`src/rtl/video_pattern_gen.sv`:
```
// video_pattern_gen: configurable video timing generator with optional test patterns.
// Define VPG_PATTERN_EN to compile in the pattern source; otherwise r/g/b are constant 0.
module video_pattern_gen #(
  parameter int H_ACTIVE = 640,
  parameter int H_FP     = 16,
  parameter int H_SYNC   = 64,
  parameter int H_BP     = 80,
  parameter int V_ACTIVE = 240,
  parameter int V_FP     = 3,
  parameter int V_SYNC   = 3,
  parameter int V_BP     = 16,
  parameter int HW       = 12,
  parameter int VW       = 12
) (
  input  logic          clk_sys,
  input  logic          reset,
  input  logic [1:0]    ce_div,
  input  logic          dbl,
  input  logic [1:0]    pattern,
  output logic          ce_pix,
  output logic [HW-1:0] hc,
  output logic [VW-1:0] vc,
  output logic          hblank,
  output logic          vblank,
  output logic          hsync,
  output logic          vsync,
  output logic          de,
  output logic          line_start,
  output logic          frame_start,
  output logic [7:0]    frame_cnt,
  output logic [7:0]    r,
  output logic [7:0]    g,
  output logic [7:0]    b
);
  localparam int H_TOTAL = H_ACTIVE + H_FP + H_SYNC + H_BP;
  localparam int V_TOTAL = V_ACTIVE + V_FP + V_SYNC + V_BP;
  logic [1:0]    r_div, r_ce_div_l;
  logic          r_dbl_l, r_ce_pix, r_hblank, r_vblank, r_hsync, r_vsync, r_de;
  logic          r_line_start, r_frame_start;
  logic [HW-1:0] r_hc, w_hc_n;
  logic [VW-1:0] r_vc, w_vc_n, w_vl, w_vmax;
  logic [7:0]    r_frame_cnt, w_fc_n;
  logic          w_ce, w_hwrap, w_vlast, w_fs, w_hb, w_vb, w_hs, w_vs, w_de;
  // Decode is done on the next counter values so every registered output describes the same pixel.
  always_comb begin
    w_ce    = r_div == r_ce_div_l;
    w_hwrap = r_hc == HW'(H_TOTAL - 1);
    w_vmax  = r_dbl_l ? VW'(2 * V_TOTAL - 1) : VW'(V_TOTAL - 1);
    w_vlast = r_vc == w_vmax;
    w_fs    = w_hwrap && w_vlast;
    w_hc_n  = w_hwrap ? '0 : r_hc + HW'(1);
    w_vc_n  = !w_hwrap ? r_vc : w_vlast ? '0 : r_vc + VW'(1);
    w_vl    = r_dbl_l ? w_vc_n >> 1 : w_vc_n;
    w_hb    = w_hc_n >= HW'(H_ACTIVE);
    w_vb    = w_vl >= VW'(V_ACTIVE);
    w_hs    = w_hc_n >= HW'(H_ACTIVE + H_FP) && w_hc_n < HW'(H_ACTIVE + H_FP + H_SYNC);
    w_vs    = w_vl >= VW'(V_ACTIVE + V_FP) && w_vl < VW'(V_ACTIVE + V_FP + V_SYNC);
    w_de    = !w_hb && !w_vb;
    w_fc_n  = r_frame_cnt + 8'(w_fs);
  end
  always_ff @(posedge clk_sys) begin
    if (reset) begin
      r_div         <= 2'd0;
      r_ce_div_l    <= 2'd0;
      r_dbl_l       <= 1'b0;
      r_ce_pix      <= 1'b0;
      r_hc          <= HW'(H_TOTAL - 1);
      r_vc          <= VW'(V_TOTAL - 1);
      r_hblank      <= 1'b1;
      r_vblank      <= 1'b1;
      r_hsync       <= 1'b0;
      r_vsync       <= 1'b0;
      r_de          <= 1'b0;
      r_line_start  <= 1'b0;
      r_frame_start <= 1'b0;
      r_frame_cnt   <= 8'd0;
    end else begin
      r_div    <= w_ce ? 2'd0 : r_div + 2'd1;
      r_ce_pix <= w_ce;
      if (w_ce) begin
        r_hc          <= w_hc_n;
        r_vc          <= w_vc_n;
        r_hblank      <= w_hb;
        r_vblank      <= w_vb;
        r_hsync       <= w_hs;
        r_vsync       <= w_vs;
        r_de          <= w_de;
        r_line_start  <= w_hwrap;
        r_frame_start <= w_fs;
        r_frame_cnt   <= w_fc_n;
        if (w_fs) begin
          r_ce_div_l <= ce_div;
          r_dbl_l    <= dbl;
        end
      end
    end
  end
  assign ce_pix      = r_ce_pix;
  assign hc          = r_hc;
  assign vc          = r_vc;
  assign hblank      = r_hblank;
  assign vblank      = r_vblank;
  assign hsync       = r_hsync;
  assign vsync       = r_vsync;
  assign de          = r_de;
  assign line_start  = r_line_start;
  assign frame_start = r_frame_start;
  assign frame_cnt   = r_frame_cnt;
`ifdef VPG_PATTERN_EN
  logic [1:0]    r_pat_l, w_pat_n;
  logic [2:0]    r_bar, w_bar_n;
  logic [HW-1:0] r_bar_px, w_bar_px_n;
  logic          w_seg_end;
  logic [7:0]    r_r, r_g, r_b, w_r, w_g, w_b, w_grad, w_grid;
  // Bar index walks white..black; each colour bit is the inverse of one index bit.
  always_comb begin
    w_pat_n    = w_fs ? pattern : r_pat_l;
    w_seg_end  = r_bar_px == HW'(H_ACTIVE / 8 - 1);
    w_bar_n    = w_hc_n == '0 ? 3'd0 : w_seg_end ? r_bar + 3'd1 : r_bar;
    w_bar_px_n = (w_hc_n == '0 || w_seg_end) ? '0 : r_bar_px + HW'(1);
    w_grad     = w_hc_n[7:0] + w_fc_n;
    w_grid     = (w_hc_n[3:0] == 4'd0 || w_vl[3:0] == 4'd0) ? 8'hFF : 8'h20;
    w_r = !w_de ? 8'h00 : w_pat_n == 2'd1 ? {8{~w_bar_n[1]}} : w_pat_n == 2'd2 ? w_grid : w_pat_n == 2'd3 ? w_grad : 8'h00;
    w_g = !w_de ? 8'h00 : w_pat_n == 2'd1 ? {8{~w_bar_n[2]}} : w_pat_n == 2'd2 ? w_grid : w_pat_n == 2'd3 ? w_grad : 8'h00;
    w_b = !w_de ? 8'h00 : w_pat_n == 2'd1 ? {8{~w_bar_n[0]}} : w_pat_n == 2'd2 ? w_grid : w_pat_n == 2'd3 ? w_grad : 8'h00;
  end
  always_ff @(posedge clk_sys) begin
    if (reset) begin
      r_pat_l  <= 2'd0;
      r_bar    <= 3'd0;
      r_bar_px <= '0;
      r_r      <= 8'h00;
      r_g      <= 8'h00;
      r_b      <= 8'h00;
    end else if (w_ce) begin
      r_pat_l  <= w_pat_n;
      r_bar    <= w_bar_n;
      r_bar_px <= w_bar_px_n;
      r_r      <= w_r;
      r_g      <= w_g;
      r_b      <= w_b;
    end
  end
  assign r = r_r;
  assign g = r_g;
  assign b = r_b;
`else
  logic w_unused;
  assign w_unused = ^pattern;
  assign r = 8'h00;
  assign g = 8'h00;
  assign b = 8'h00;
`endif
endmodule

```
`config.mk`:
```
export PLATFORM = sky130hd
export DESIGN_NAME = video_pattern_gen
export DESIGN_NICKNAME = d
export VERILOG_FILES = /design/src/rtl/video_pattern_gen.sv
export SDC_FILE = /design/constraint.sdc
export NUM_CORES = 1
export LEC_CHECK = 0
export CORE_MARGIN = 4
export CORE_UTILIZATION = 53
export DETAILED_ROUTE_END_ITERATION = 10
export GPL_ROUTABILITY_DRIVEN = 0
export PLACE_DENSITY = 0.86
export SLEW_MARGIN = 30
export SYNTH_ARGS = -nofsm -noshare
export SYNTH_HDL_FRONTEND = slang
export SYNTH_SLANG_ARGS = --single-unit
```
`constraint.sdc`:
```
create_clock -name clk_sys -period 4.1 [get_ports clk_sys]
set_input_delay 0.41 -clock clk_sys [delete_from_list [all_inputs] [get_ports clk_sys]]
set_output_delay 0.41 -clock clk_sys [all_outputs]
set_load 0.005 [all_outputs]
```
==> reports/metrics.yaml, run 1 <==
ir_drop_mv: 0.338
multi_input_area_sq_um: 1590
rsz0062_at_grt: "false"
rr_endpoint: "vsync"
nNetsFinal: 372
crit_chain: "ha_1 -> and4_1 -> and3_1 -> mux2_4 -> a311oi_1 -> o221ai_1 -> a41o_1 -> o31ai_2"
synth_seq_area_share: 0.335
fmaxAchievable_mhz: 359
initial_core_util: 0.559
drt_wl_total_microns: 6260
synth-edff-count: 0
cpMaxStageDelayCell: "and3_1"
final_antenna_net_count: 0
critical_path_depth: 8
reg2reg_from: "hc[0]"
synth-compound-area-share: 0.156
cpPeakStageDelay_ps: 450
end_kind: "flop"
slew_headroom: 0.411
hold_ws_ps: 465
critical_path.startpoint: "hc[0]"
drive_gt1_frac: 0.0525
finalSetupTns_ps: 0
antennaDiodeCount: 0
cp-start-kind: "flop"
r2r_setup_slack_ps: 1310
final_hold_viol_count: 0
yosys_warnings: 0
dieWidth_microns: 79.3
netlist.area_leader.share: 0.335
pwr_density_cell_nw_per_um2: 638
overflow: 0
cts_sinks: 45
synth_seq_cells: 45
core_sq_um: 4820
worstSetupEndpoint: "vsync"
max_cap_viol_count: 0
syn_inst: 329
synth_xor_area_frac: 0.0846
post_cts_buffers: 0
grt_max_degree: 40
fin_skew_ps: 7.13
setup_viol: 0
final.fill_count: 433
die_h_microns: 79.3
antenna_found_initial: 0
cp.buffers_inverters: 0
worst-endpoint-arrival_ps: 3020
ctsHoldBuffers: 0
cts_tree: "done"
synth_area_sq_um: 2690
vias: 2420
root_buffer: "clkbuf_8"
hold_path.class: "reg2reg"
fin_crit_sh: 0.680
ys_top_cells_by_area: "dfxtp_1 (33%), buf_4 (6.7%), nor2_1 (6.0%)"
synth_flop_cell: "dfxtp_1"
status: "completed"
final_max_slew_viol_count: 0
drc: 0
clock_path_buffers: 2
worstPathRequired_ps: 4330
synthMuxAreaShare: 0.0204
critPathTopFamily: "simple AND/OR/NAND/NOR gates"
path_clk_slew_ps: 90
period_needed_ps: 2790
worst_slew_pin_slew_ps: 881
netlist-cell-type-count: 56
cts_resized: 0
final-seq-area_sq_um: 901
grt_pass1_wl_microns: 10500
synth_simple_gate_area_frac: 0.276
async_flop_share: 0
synth_top_family_by_area: "simple AND/OR/NAND/NOR gates"
portBuffers: 44
drtIter0Drc: 182
htreeDepth: 2
num_rows: 25
reg2regPathDepth: 8
wl_per_cell_microns: 14.6
avgSynthCellArea_sq_um: 8.18
critPathMaxFanout: 11
synth.largest_area_cell: "dfxtp_1"
area_growth_syn_to_layout_pct: 15.9
io_pins: 71
grt_pass1_vias: 2238
clock_latency_ps: 310
crit_type: "reg2reg"
grt_usage: 0.206
dpl.hpwl_microns: 4300
synthAdderAreaFrac: 0.0186
die_area_sq_um: 6280
numCtsBuffers: 5
viasPerCell: 5.64
first_pass_iters: 4
leakagePower_uw: 0.00121
==> routing by layer <==
| layer | track usage | up-vias | part of all wire |
|---|---|---|---|
| li1 | - | 1179 | - |
| met1 | 0.262 | 1142 | 0.44 |
| met2 | 0.343 | 93 | 0.50 |
| met3 | 0.0397 | 6 | 0.058 |
| met4 | 0.0773 | 0 | 0.0081 |
| met5 | 0 | - | 0 |
==> through the flow <==
stage	setup slack [ps]	std cells	utilization	total power, uW	cell area, sq um
after detailed placement	1380	421	0.629	1690	3030
after global routing	1090	429	0.648	2140	3120
final	1310	429	0.648	1990	3120
after floorplan	1760	352	-	1430	2780
after CTS	1360	429	0.648	1990	3120
after global placement	1410	421	0.629	1660	3030
==> sequential cells by signal, summed over array words and instances, names as in the netlist <==
| signal | count |
|---|---|
| frame_cnt | 8 |
| frame_start | 1 |
| ce_pix | 1 |
| r_div | 2 |
| de | 1 |
| vblank | 1 |
| hblank | 1 |
| line_start | 1 |
| r_ce_div_l | 2 |
| hsync | 1 |
| vc | 12 |
| hc | 12 |
| vsync | 1 |
| r_dbl_l | 1 |
==> where the power goes <==
part           switching (uW)  total [uW]  internal (uW)  leakage, uW
sequential                126         654            528     0.000366
clock                     166         287            121    0.0000445
combinational             605        1050            446     0.000802
total                     896        1990           1100      0.00121
==> worst min path at each step <==
stage | cells after the start | from | to | slack, ps
finish | 2 | line_start | line_start | 460
global route | 2 | line_start | line_start | 500
CTS | 2 | line_start | line_start | 470
detailed placement | 2 | line_start | line_start | 450
global placement | 1 | r_div[0] | r_div[0] | 450
floorplan | 1 | r_div[0] | r_div[0] | 440
==> cells by family (layout without fill, tap and decap cells) <==
kind of cell / after synthesis / after routing
compound gates: 58 / 58
flops: 45 / 45
simple gates: 144 / 144
buf+inv: 46 / 56
mux: 5 / 5
fa+ha+maj: 4 / 4
other cells: 1 / 24
xor+xnor: 26 / 26
==> synth_stat cells, drive strengths merged (2+ instances only) <==
library cell	count
nand4	8
nand2	31
dfxtp	45
buf	33
a21o	3
ha	4
xor2	16
a22o	3
a211oi	2
nor2b	2
and3	11
xnor2	10
nand3	18
and4	2
inv	3
o22ai	2
nor4	5
a21oi	15
and4bb	2
o21ai	9
a41o	2
a31oi	2
a311oi	3
nor3	7
nand4b	2
a211o	5
nand2b	5
o21bai	2
o31ai	2
nor2	44
and2	4
clkbuf	10
mux2i	4
==> worst reg2reg max path, delay by kind of cell (launching register included) <==
| family | cells | cell delay [ps] |
|---|---|---|
| mux | 1 | 350 |
| fa+ha+maj | 1 | 240 |
| simple gates | 2 | 870 |
| compound gates | 4 | 820 |
| flops | 1 | 430 |
==> area by class of cell <==
class / instances / share of cell area
multi-input combinational: 261 / 0.509
tap: 67 / 0.0269
sequential: 45 / 0.289
clock inverter: 3 / 0.00681
clock buffer: 5 / 0.0220
timing repair buffer: 45 / 0.143
inverter: 3 / 0.00361
==> cell usage in the layout (no fill, tap or decap), drive strengths merged, types with 2 or more instances in the layout <==
master,Yosys,routed
conb,1,24
nor2b,2,2
nand2b,5,5
clkdlybuf4s50,0,44
o22ai,2,2
dfxtp,45,45
o21bai,2,2
a22o,3,3
clkbuf,10,5
mux2i,4,4
a211o,5,5
a311oi,3,3
a21o,3,3
and2,4,4
o31ai,2,2
nand3,18,18
and4bb,2,2
o21ai,9,9
and3,11,11
a211oi,2,2
and4,2,2
xor2,16,16
nor4,5,5
a41o,2,2
a31oi,2,2
nor2,44,44
nand2,31,31
xnor2,10,10
nor3,7,7
nand4b,2,2
nand4,8,8
a21oi,15,15
inv,3,4
ha,4,4
Power figures use the tool's default switching activity.
==> run 2: changes to the inputs <==
--- a/config.mk
+++ b/config.mk
@@ -6,10 +6,10 @@
 export NUM_CORES = 1
 export LEC_CHECK = 0
 export CORE_MARGIN = 4
-export CORE_UTILIZATION = 53
+export CORE_UTILIZATION = 49
 export DETAILED_ROUTE_END_ITERATION = 10
 export GPL_ROUTABILITY_DRIVEN = 0
-export PLACE_DENSITY = 0.86
+export PLACE_DENSITY = 0.81
 export SLEW_MARGIN = 30
 export SYNTH_ARGS = -nofsm -noshare
 export SYNTH_HDL_FRONTEND = slang
==> constraint.sdc (replaced) <==
create_clock -name clk_sys -period 2.7 [get_ports clk_sys]
set_input_delay 0.27 -clock clk_sys [delete_from_list [all_inputs] [get_ports clk_sys]]
set_output_delay 0.27 -clock clk_sys [all_outputs]
set_load 0.005 [all_outputs]
==> run 2 against run 1 <==
Sequential share of layout area fell by 0.76 points. Combinational power rose by 64%. Critical path depth did not move. Largest cell class unchanged. Sequential power rose by 49%. Fmax rose by 9.1%. Clock skew rose by 1.4 ps. Global-route usage fell by 1.1 points.
==> reports/metrics.yaml, run 2 (synthesis gave the netlist of run 1 again) <==
ir_drop_mv: 0.519  # +54%
io_pins: 71  # unchanged
drc: 0  # unchanged
drtIter0Drc: 157  # -14%
initial_core_util: 0.517  # -0.0417
clock_latency_ps: 300  # about the same
drt_wl_total_microns: 6260  # about the same
portBuffers: 44  # unchanged
viasPerCell: 5.53  # -1.9%
die_h_microns: 82.1  # +3.6%
grt_usage: 0.194  # -0.0112
critPathMaxFanout: 6  # -5
fin_crit_sh: 0.945  # +0.266
slew_headroom: 0.640  # +0.229
core_sq_um: 5200  # +8.1%
final_hold_viol_count: 0  # unchanged
fin_skew_ps: 8.51  # +1.38 ps
vias: 2452  # +1.3%
end_kind: "flop"
root_buffer: "clkbuf_8"
antenna_found_initial: 0  # unchanged
worst_slew_pin_slew_ps: 538  # -342 ps
final_max_slew_viol_count: 0  # unchanged
status: "completed"
die_area_sq_um: 6750  # +7.3%
final_core_util: 0.617  # -0.0312
max_cap_viol_count: 0  # unchanged
clock_path_buffers: 2  # unchanged
leakagePower_uw: 0.00127  # +4.5%
hold_ws_ps: 463  # -1.87 ps
dieWidth_microns: 82.1  # +3.6%
nNetsFinal: 383  # +3.0%
ctsHoldBuffers: 0  # unchanged
cts_tree: "done"
htreeDepth: 2  # unchanged
final_antenna_net_count: 0  # unchanged
period_needed_ps: 2550  # -234 ps
grt_max_degree: 39  # -2.5%
worst-endpoint-arrival_ps: 2780  # -240 ps
hold_path.class: "reg2reg"
rsz0062_at_grt: "false"
cts_resized: 0  # unchanged
area_growth_syn_to_layout_pct: 19.2
worstPathRequired_ps: 2920  # -1410 ps
final.fill_count: 471  # +8.8%
crit_type: "reg2reg"
setup_viol: 0  # unchanged
num_rows: 26  # +4.0%
dpl.hpwl_microns: 4550  # +5.8%
grt_pass1_wl_microns: 10400  # -0.93%
cts_sinks: 45  # unchanged
overflow: 0  # unchanged
antennaDiodeCount: 0  # unchanged
pwr_density_cell_nw_per_um2: 975  # +53%
numCtsBuffers: 5  # unchanged
layout_common_cells: "dfxtp_1 (44), clkdlybuf4s50_1 (44), nor2_1 (43)"
wl_per_cell_microns: 14.1  # -3.2%
first_pass_iters: 5  # +1
cp-start-kind: "flop"
path_clk_slew_ps: 90  # about the same
drive_gt1_frac: 0.0858  # +0.0333
grt_pass1_vias: 2266  # +1.3%
post_cts_buffers: 0  # unchanged
finalSetupTns_ps: 0  # unchanged
fmaxAchievable_mhz: 392  # +9.1%
-- run 2: cell types whose count changed in the layout (fill, tap and decap cells not counted), sizes merged --
| cell | before | now |
|---|---|---|
| buf | 1 | 12 |
-- run 2: per-stage QoR --
stage	cells	setup slack (ps)	area, sq um	total power (uW)
final	443	147	3210	3130
after global routing	443	7.37	3210	3370
after CTS	443	160	3210	3130
after detailed placement	435	187	3120	2700
after global placement	435	261	3120	2660
after floorplan	352	365	2780	2160
-- run 2: per-layer routing --
metal | global-route usage | vias to the layer above | share of wire
li1 | - | 1198 | -
met1 | 0.251 | 1150 | 0.45
met2 | 0.322 | 91 | 0.48
met3 | 0.0380 | 13 | 0.052
met4 | 0.0698 | 0 | 0.017
met5 | 0 | - | 0
-- run 2: power by group --
part | total (uW) | leakage [uW] | internal (uW) | switching [uW]
logic | 1720 | 0.000857 | 777 | 945
registers | 973 | 0.000366 | 804 | 169
clock network | 435 | 0.0000445 | 184 | 251
-- run 2: worst paths after layout --
kind,startpoint,endpoint,slack [ps],depth (start not counted)
setup reg to reg,hc[0],vsync,150,8
setup / recovery,hc[0],vsync,150,8
hold / removal,line_start,line_start,460,2
hold reg to reg,line_start,line_start,460,2
-- run 2: area by class of cell --
| cell class | count | area, sq um | share of cell area |
|---|---|---|---|
| multi-input cells | 261 | 1590 | 0.495 |
| clock buffers | 5 | 68.8 | 0.0214 |
| flip-flops and latches | 45 | 902 | 0.281 |
| well taps | 70 | 87.6 | 0.0273 |
| inverters | 3 | 11.3 | 0.00351 |
| repair buffers | 56 | 531 | 0.165 |
| clock inverters | 3 | 21.3 | 0.00663 |
-- run 2: worst max-delay path, cell delays in order (launching register included) --
cell and delay (ps):
dfxtp_1 440, ha_1 250, and4_1 310, and3_2 290
mux2_4 320, a311oi_1 270, o221ai_1 170, a41o_1 260
o31ai_2 160
==> run 3: changes to the inputs <==
==> constraint.sdc (replaced) <==
create_clock -name clk_sys -period 2.7 [get_ports clk_sys]
set_input_delay 0.27 -clock clk_sys [delete_from_list [all_inputs] [get_ports clk_sys]]
set_output_delay 0.27 -clock clk_sys [all_outputs]
set_load 0.1 [all_outputs]
==> run 3 against run 2 <==
Utilization down 1.0 points. Final cell count increased by 0.23%. First-iteration DRC count down 16%. Critical path type unchanged. Critical endpoint unchanged.
==> reports/metrics.yaml, run 3 (synthesis gave the netlist of run 1 again) <==
status: "completed"
dpl.hpwl_microns: 4620  # +1.5%
layout_common_cells: "buf_4 (53), nor2_1 (43), nand2_1 (30)"
grt_pass1_vias: 2297  # +1.4%
hold_path.class: "reg2reg"
worstPathRequired_ps: 2930  # about the same
area_growth_syn_to_layout_pct: 17.2
first_pass_iters: 4  # -1
die_area_sq_um: 6750  # unchanged
fin_crit_sh: 0.905  # -0.0409
clock_latency_ps: 300  # about the same
cts_resized: 0  # unchanged
drtIter0Drc: 132  # -16%
numCtsBuffers: 5  # unchanged
critPathMaxFanout: 7  # +1
path_clk_slew_ps: 90  # about the same
drc: 0  # unchanged
max_cap_viol_count: 0  # unchanged
grt_pass1_wl_microns: 10800  # +3.8%
setup_viol: 0  # unchanged
reg2regPathDepth: 8  # unchanged
die_h_microns: 82.1  # unchanged
initial_core_util: 0.517  # unchanged
internal_power_uw: 1820  # +3.2%
dieWidth_microns: 82.1  # unchanged
overflow: 0  # unchanged
end_kind: "flop"
mostFrequentLayoutCell: "buf_4"
antennaDiodeCount: 0  # unchanged
cp-start-kind: "flop"
crit_type: "reg2reg"
final_hold_viol_count: 0  # unchanged
worstHoldStart: "line_start"
viasPerCell: 5.53  # -0.14%
final.fill_count: 489  # +3.8%
swShare: 0.558  # +0.122
cp.buffers_inverters: 0  # unchanged
cts_sinks: 45  # unchanged
drive_gt1_frac: 0.230  # +0.144
finalSetupTns_ps: 0  # unchanged
ir_drop_mv: 0.651  # +25%
leakagePower_uw: 0.00134  # +5.8%
clkPwrFrac: 0.117  # -0.022
ctsHoldBuffers: 0  # unchanged
final_antenna_net_count: 0  # unchanged
pwr_density_cell_nw_per_um2: 1310  # +34%
cpPeakStageDelay_ps: 380  # -60 ps
portBuffers: 44  # unchanged
crit_chain: "ha_1 -> and4_1 -> and3_1 -> mux2_4 -> a311oi_1 -> o221ai_1 -> a41o_1 -> o31ai_2"
hold-path-endpoint: "line_start"
final-seq-area_sq_um: 926  # +2.6%
reg2reg_from: "hc[0]"
fin_skew_ps: 7.61  # -0.898 ps
nNetsFinal: 384  # +0.26%
cpMaxStageDelayCell: "dfxtp_4"
grt_usage: 0.203  # +0.00870
final_max_slew_viol_count: 0  # unchanged
r2r_setup_slack_ps: 260  # +110 ps
wl_per_cell_microns: 14.7  # +4.0%
placed_cell_area_sq_um: 3050  # -2.2%
rsz0062_at_grt: "false"
grt_max_degree: 39  # unchanged
vias: 2454  # +0.082%
comb_power_share: 0.641  # +0.091
antenna_found_initial: 0  # unchanged
critPathTopFamily: "compound AO/OA/AOI/OAI gates"
rr_endpoint: "vsync"
io_pins: 71  # unchanged
period_needed_ps: 2440  # -110 ps
cts_tree: "done"
clock_path_buffers: 2  # unchanged
switching_power_uw: 2300  # +69%
post_cts_buffers: 0  # unchanged
num_rows: 26  # unchanged
drt_wl_total_microns: 6520  # +4.2%
worst-endpoint-arrival_ps: 2670  # -110 ps
multi_input_area_sq_um: 1590  # about the same
core_sq_um: 5200  # unchanged
min_path_cells: 2  # unchanged
final_cell_area_sq_um: 3160  # -1.7%
root_buffer: "clkbuf_8"
htreeDepth: 2  # unchanged
seqPwrFrac: 0.242  # -0.069
fmaxAchievable_mhz: 409  # +4.5%
run 3: layer usage:
layer,vias to the layer above,share of wire,global-route usage
met1,1135,0.43,0.259
met3,16,0.072,0.0466
met2,103,0.48,0.332
li1,1200,-,-
met4,0,0.019,0.0797
met5,-,0,0
run 3: power groups by stage:
stage                     registers, uW  logic, uW  clock network (uW)
after floorplan                    1740       1360                   0
after global placement             1000       2580                   0
after detailed placement           1010       2620                   0
after CTS                           997       2630                 490
after global routing               1020       2840                 514
final                               998       2640                 481
run 3: tightest hold or removal path, delay by kind of cell, from the launching register on:
family             cells  cell delay, ps
DFF                    1             320
AOI/OAI and AO/OA      1              50
and+or+nand+nor        1              50
run 3: final cells by class:
| type | count | area share |
|---|---|---|
| inverters | 3 | 0.00357 |
| clock buffers | 7 | 0.0309 |
| well taps | 70 | 0.0277 |
| multi-input cells | 261 | 0.503 |
| repair buffers | 57 | 0.139 |
| flip-flops and latches | 45 | 0.293 |
| clock inverters | 1 | 0.00277 |
run 3: worst max-delay path by stage:
stage / to / depth (start not counted) / start
6_report: vsync / 8 / hc[0]
4_1_cts: vsync / 8 / hc[0]
2_1_floorplan: vsync / 10 / hc[1]
5_1_grt: vsync / 8 / hc[0]
3_5_place_dp: vsync / 8 / hc[0]
3_3_place_gp: frame_cnt[5] / 10 / vc[1]
run 3: through the flow:
stage | utilization | power, uW | hold slack [ps] | cells | worst slack, ps
after floorplan | - | 3100 | 385 | 352 | 0.870
after global placement | 0.586 | 3580 | 446 | 436 | 387
after detailed placement | 0.586 | 3630 | 453 | 436 | 314
after CTS | 0.606 | 4120 | 468 | 444 | 282
after global routing | 0.606 | 4370 | 500 | 444 | 111
final | 0.606 | 4120 | 463 | 444 | 258
